## config.mk

```make
export PLATFORM = sky130hd
export DESIGN_NAME = voice_slot_sched_flat
export DESIGN_NICKNAME = d
export VERILOG_FILES = /design/src/rtl/voice_slot_sched_if.sv /design/src/rtl/voice_slot_sched.sv /design/src/flat_wrapper.sv
export SDC_FILE = /design/constraint.sdc
export NUM_CORES = 1
export LEC_CHECK = 0
export ABC_AREA = 1
export CORE_MARGIN = 1.5
export CORE_UTILIZATION = 50
export CTS_BUF_LIST = sky130_fd_sc_hd__clkbuf_8
export CTS_CLUSTER_DIAMETER = 40
export CTS_CLUSTER_SIZE = 25
export DETAILED_ROUTE_END_ITERATION = 7
export HOLD_SLACK_MARGIN = 0.12
export PLACE_DENSITY_LB_ADDON = 0.25
export SKIP_LAST_GASP = 1
export SYNTH_ARGS = -nofsm -noshare
export SYNTH_HDL_FRONTEND = slang
export SYNTH_SLANG_ARGS = --single-unit
export TNS_END_PERCENT = 10
```

## constraint.sdc

```tcl
create_clock -name clk -period 1.5 [get_ports clk]
set_input_delay 0.3 -clock clk [delete_from_list [all_inputs] [get_ports clk]]
set_output_delay 0.3 -clock clk [all_outputs]
set_load 0.03 [all_outputs]
```

## src/rtl/voice_slot_sched_if.sv

```systemverilog
// Handshake between the frame scheduler and the shared voice datapath.
// The scheduler drives start/voice; the datapath answers with done.
interface voice_slot_sched_if #(
  parameter int VW = 3
);
  logic          start;
  logic [VW-1:0] voice;
  logic          done;

  modport master (output start, output voice, input done);
  modport slave  (input start, input voice, output done);
endinterface

```

## src/rtl/voice_slot_sched.sv

```systemverilog
// Sample-frame scheduler: on every prescaler tick, walks the enabled voices in
// ascending order and hands each one to the shared datapath, one at a time.
module voice_slot_sched #(
  parameter int CLK_DIV = 1000,
  parameter int DIV_W   = 10,
  parameter int VOICES  = 8,
  parameter int VW      = 3
) (
  input  logic              clk,
  input  logic              clr,
  input  logic              en,
  input  logic [VOICES-1:0] voice_en,
  input  logic              ovr_clr,
  voice_slot_sched_if.master dp,
  output logic              sample_tick,
  output logic              busy,
  output logic              frame_done,
  output logic              overrun
);

  if (CLK_DIV < 2) begin : g_bad_div
    $error("voice_slot_sched: CLK_DIV must be >= 2");
  end
  if ((2 ** DIV_W) < CLK_DIV) begin : g_bad_div_w
    $error("voice_slot_sched: DIV_W too narrow for CLK_DIV");
  end
  if (VOICES < 2) begin : g_bad_voices
    $error("voice_slot_sched: VOICES must be >= 2");
  end
  if ((2 ** VW) < VOICES) begin : g_bad_vw
    $error("voice_slot_sched: VW too narrow for VOICES");
  end

  localparam logic [DIV_W-1:0] DIV_LAST = DIV_W'(CLK_DIV - 1);
  localparam logic [VW-1:0]    IDX_LAST = VW'(VOICES - 1);

  typedef enum logic [2:0] {
    IDLE,
    SCAN,
    ISSUE,
    WAIT,
    FIN
  } state_t;

  state_t            state;
  state_t            state_next;
  logic [DIV_W-1:0]  count;
  logic [VW-1:0]     idx;
  logic [VW-1:0]     idx_next;
  logic [VOICES-1:0] mask;
  logic [VOICES-1:0] mask_next;
  logic              overrun_set;

  assign sample_tick = en && (count == DIV_LAST);

  always_ff @(posedge clk) begin
    if (clr) begin
      count <= '0;
    end else if (en) begin
      if (count == DIV_LAST) begin
        count <= '0;
      end else begin
        count <= count + DIV_W'(1);
      end
    end
  end

  always_ff @(posedge clk) begin
    if (clr) begin
      state <= IDLE;
      idx   <= '0;
      mask  <= '0;
    end else begin
      state <= state_next;
      idx   <= idx_next;
      mask  <= mask_next;
    end
  end

  // The mask is captured once per frame so mid-frame VOICE_EN edits cannot
  // reorder or skip voices that are already being walked.
  always_comb begin
    state_next = state;
    idx_next   = idx;
    mask_next  = mask;
    unique case (state)
      IDLE: begin
        if (sample_tick) begin
          mask_next  = voice_en;
          idx_next   = '0;
          state_next = SCAN;
        end
      end
      SCAN: begin
        if (mask[idx]) begin
          state_next = ISSUE;
        end else if (idx == IDX_LAST) begin
          state_next = FIN;
        end else begin
          idx_next = idx + VW'(1);
        end
      end
      ISSUE: begin
        state_next = WAIT;
      end
      WAIT: begin
        if (dp.done) begin
          if (idx == IDX_LAST) begin
            state_next = FIN;
          end else begin
            idx_next   = idx + VW'(1);
            state_next = SCAN;
          end
        end
      end
      FIN: begin
        state_next = IDLE;
      end
      default: begin
        state_next = IDLE;
      end
    endcase
  end

  assign dp.start   = (state == ISSUE);
  assign dp.voice   = idx;
  assign busy       = (state != IDLE);
  assign frame_done = (state == FIN);

  // A tick landing on a running frame is dropped; flag it so software can see
  // the datapath is too slow for the sample rate.
  assign overrun_set = sample_tick && (state != IDLE);

  always_ff @(posedge clk) begin
    if (clr) begin
      overrun <= 1'b0;
    end else if (overrun_set) begin
      overrun <= 1'b1;
    end else if (ovr_clr) begin
      overrun <= 1'b0;
    end
  end

endmodule

```

## src/flat_wrapper.sv

```systemverilog
// flat-port wrapper written by rule: the top's interface ports become plain ports
module voice_slot_sched_flat 
#(
  parameter int CLK_DIV = 1000,
  parameter int DIV_W   = 10,
  parameter int VOICES  = 8,
  parameter int VW      = 3
)
  (clk, clr, en, voice_en, ovr_clr, sample_tick, busy, frame_done, overrun, dp_start, dp_voice, dp_done);
  voice_slot_sched_if #(.VW(VW)) dp_i ();
  input  logic clk;
  input  logic clr;
  input  logic en;
  input  logic [VOICES-1:0] voice_en;
  input  logic ovr_clr;
  output logic sample_tick;
  output logic busy;
  output logic frame_done;
  output logic overrun;
  output wire logic [$bits(dp_i.start)-1:0] dp_start;
  output wire logic [$bits(dp_i.voice)-1:0] dp_voice;
  input wire logic [$bits(dp_i.done)-1:0] dp_done;
  assign dp_start = dp_i.start;
  assign dp_voice = dp_i.voice;
  assign dp_i.done = dp_done;
  voice_slot_sched #(.CLK_DIV(CLK_DIV), .DIV_W(DIV_W), .VOICES(VOICES), .VW(VW)) u_core (.clk(clk), .clr(clr), .en(en), .voice_en(voice_en), .ovr_clr(ovr_clr), .dp(dp_i), .sample_tick(sample_tick), .busy(busy), .frame_done(frame_done), .overrun(overrun));
endmodule
```

==> impl_metrics.py <==
metrics = {
    "detailed_routing": {
        "vias_per_cell": 5.265,
        "drt_iter0_drc": 35,
        "first_pass_iters": 4,
        "postRouteWirelength_um": 3111,
        "routed.top_layer": "met4",
        "drt-met1-wl_um": 1389,
        "met3_length_um": 154,
        "vias": 1311,
        "wl_met2_um": 1495,
        "wire_per_inst_um": 12.49,
        "drcViolationCount": 0,
        "antenna_left": 0,
    },
    "timing": {
        "finalHoldViolCount": 0,
        "setup_ws_ns": -0.1346,
        "tightest_slew_ns": 0.3690,
        "fin_crit_ns": 1.635,
        "post-route-period-util_pct": 109.0,
        "maxSlewViolCount": 0,
        "fmax_ghz": 0.6118,
        "rsz0062_at_grt": "yes",
        "max-slew-margin-rel_pct": 75.37,
        "final-setup-viol-count": 16,
        "fin_worst_skew_ns": 0.006586,
    },
    "setup_path": {
        "cpPeakStageDelay_ns": 0.36,
        "start_kind": "flop",
        "crit_family": "simple AND/OR/NAND/NOR gates",
        "critical_path_class": "reg -> reg",
        "worstPathMaxFanout": 6,
        "worstPathArrival_ns": 1.80,
        "cp_num_buf_inv": 2,
        "path_cells": "inv_1 -> nand2_1 -> nor2_1 -> nand3_2 -> buf_4 -> nand2_2 -> nand2_4 -> nor2_4 -> nand3_1 -> nand2_1 -> nor2_1",
        "cp_slowest_cell": "dfxtp_1",
        "endpoint_kind": "flop",
        "required_ns": 1.67,
    },
    "clock_tree": {
        "cts_buffers": 3,
        "cts.sinks": 25,
        "clkLatencyLatePin_ns": 0.28,
        "ctsHoldBuffers": 0,
        "cts_tree": "yes",
        "htree_levels": 1,
        "clock_path_buffers": 2,
        "cts_root_buffer": "clkbuf_8",
        "clk_pin_slew_ns": 0.09,
    },
    "power_and_ir_drop": {
        "p_comb_share_pct": 6.4,
        "p_sw_uw": 259.4,
        "power.internal_uw": 899.1,
        "ir_worst_vdd_uv": 587.2,
        "seqPwrFrac_pct": 58.2,
        "leakagePower_uw": 0.0007530,
        "pwr-share-clk_pct": 35.4,
        "powerDensity_mw_per_mm2": 663.3,
        "swShare_pct": 22.39,
    },
    "synth": {
        "yosys-top-cells-area": "dfxtp_1 (36%), nand2_1 (11%), nor2_1 (7.4%)",
        "synth_flop_cell": "dfxtp_1",
        "synthArstFlopShare_pct": 0,
        "synth.cell_area_sq_mm": 0.001375,
        "synth_edf_count": 0,
        "synth_top_area_share_pct": 36.40,
        "synthCells": 188,
        "seq_area_frac_synth_pct": 36.40,
        "syn_avg_cell_area_sq_um": 7.314,
        "ys_warn_count": 0,
        "yosys.area.top_type": "dfxtp_1",
        "syn_nets": 204,
        "synth_cell_types": 31,
        "synth_seq_cells": 25,
    },
    "placed_design": {
        "numPortBuffers": 20,
        "dpl.hpwl_um": 2251,
        "gp_congestion": 0.8209,
        "dp_cells": 243,
        "place_area_sq_mm": 0.001658,
    },
    "global_routing": {
        "grt_pass1_vias": 1242,
        "grt_pass1_wl_um": 5112,
        "grt_max_degree": 15,
        "grt_usage_pct": 20.49,
        "antenna_found_initial": 0,
        "overflow": 0,
    },
    "layout": {
        "fin_nets": 236,
        "postLayoutCellArea_sq_mm": 0.001747,
        "utilization_pct": 68.63,
        "n_fill_cell": 226,
        "drive_above_1_share_pct": 24.20,
        "diodes": 0,
        "seq_area_sq_um": 505.5,
        "instances_no_fill": 249,
        "multi_input_area_sq_um": 769.5,
        "area_growth_pct": 27.02,
    },
    "floorplan": {
        "die_x_um": 55.44,
        "io_pins": 21,
        "dieArea_sq_mm": 0.003074,
        "start_util_pct": 54.03,
        "core_sq_mm": 0.002545,
        "die_height_um": 55.44,
        "rows": 18,
    },
    "run": {
        "drv_cap": 0,
    },
    "status": {
        "violations": "setup timing",
        "status": "finished, violations left",
    },
    "worst_hold_path": {
        "hold_class": "reg -> reg",
    },
}
-- layer usage --
metal	global-route usage, %	vias up
li1	-	660
met4	10.45	0
met5	0	-
met1	24.45	597
met3	2.342	9
met2	35.88	45
-- Yosys cell counts (3+ instances only) --
cell type and number:
nor3_2 3, inv_1 18, inv_2 8, a21oi_1 8, ha_1 3, nor3_1 12
o21ai_0 9, dfxtp_1 25, xor2_1 3, nor2_1 27, nand3_1 8, nand2_1 39
-- cells in the final DEF, fill, tap and decap left out, types with 4 or more instances in the layout --
| cell | Yosys | layout |
|---|---|---|
| nand2_1 | 39 | 39 |
| nor2_1 | 27 | 26 |
| dfxtp_1 | 25 | 21 |
| inv_1 | 18 | 18 |
| clkdlybuf4s50_1 | 0 | 13 |
| buf_4 | 1 | 12 |
| nor3_1 | 12 | 11 |
| o21ai_0 | 9 | 9 |
| inv_2 | 8 | 8 |
| a21oi_1 | 8 | 8 |
| nand3_1 | 8 | 7 |
| nor3_2 | 3 | 4 |
| dfxtp_2 | 0 | 4 |
-- state kept, by name, summed over array words and instances, names as in the netlist --
name	cells
u_core.count	10
u_core.mask	8
u_core.overrun	1
u_core.dp.voice	3
u_core.state	3
-- cells by family after synthesis --
logic type	Yosys count	share of synthesized area (%)
fa+ha+maj	3	2.730
simple gates	106	41.04
buf+inv	30	9.463
flops	25	36.40
xor+xnor	3	1.911
compound gates	20	7.734
mux	1	0.7280
-- power groups by stage --
stage / Combinational (uW) / Clock (uW) / Sequential (uW)
after floorplan: 27.5 / 0 / 687
after global placement: 70.6 / 0 / 687
after detailed placement: 73.4 / 0 / 687
after CTS: 72.7 / 418 / 672
after global routing: 81.5 / 438 / 675
final: 74.2 / 410 / 675
-- final timing paths --
| path | startpoint | slack [ns] | depth (start not counted) | end |
|---|---|---|---|---|
| max | u_core.count[3]$_SDFFE_PP0P_ | -0.13 | 11 | u_core.dp.voice[2]$_SDFFE_PP0P_ |
| max reg2reg | u_core.count[3]$_SDFFE_PP0P_ | -0.13 | 11 | u_core.dp.voice[2]$_SDFFE_PP0P_ |
| min | u_core.overrun$_SDFFE_PP0P_ | 0.49 | 2 | u_core.overrun$_SDFFE_PP0P_ |
| min reg2reg | u_core.overrun$_SDFFE_PP0P_ | 0.49 | 2 | u_core.overrun$_SDFFE_PP0P_ |
-- worst reg2reg max path, stage by stage, from the launching register on --
cell,delay [ns]
dfxtp_1,0.36
inv_1,0.10
nand2_1,0.07
nor2_1,0.17
nand3_2,0.14
buf_4,0.17
nand2_2,0.08
nand2_4,0.07
nor2_4,0.18
nand3_1,0.09
nand2_1,0.07
nor2_1,0.04
-- repair_timing --
action                                  CTS  global route
resized for setup                         2            10
pin swaps                                 1             2
endpoints found under the setup margin   18            23
buffers inserted                          1             1
-- through the flow --
stage / power [uW] / TNS, ns / worst slack [ns] / hold slack (ns)
2_1_floorplan: 714.1 / 0 / 0.007642 / 0.3691
5_1_grt: 1195 / -2.810 / -0.2432 / 0.5198
6_report: 1159 / -1.301 / -0.1346 / 0.4887
4_1_cts: 1162 / -1.864 / -0.1959 / 0.4960
3_5_place_dp: 760.6 / -6.136 / -0.3512 / 0.4797
3_3_place_gp: 757.5 / -5.127 / -0.2882 / 0.4515
-- area by class of cell --
type	count	share of cell area (%)
multi-input cells	133	44.05
clock inverters	1	0.2865
well taps	30	2.149
clock buffers	3	2.364
flip-flops and latches	25	28.94
inverters	27	6.089
repair buffers	30	16.12
(Power assumes the default switching activity.)
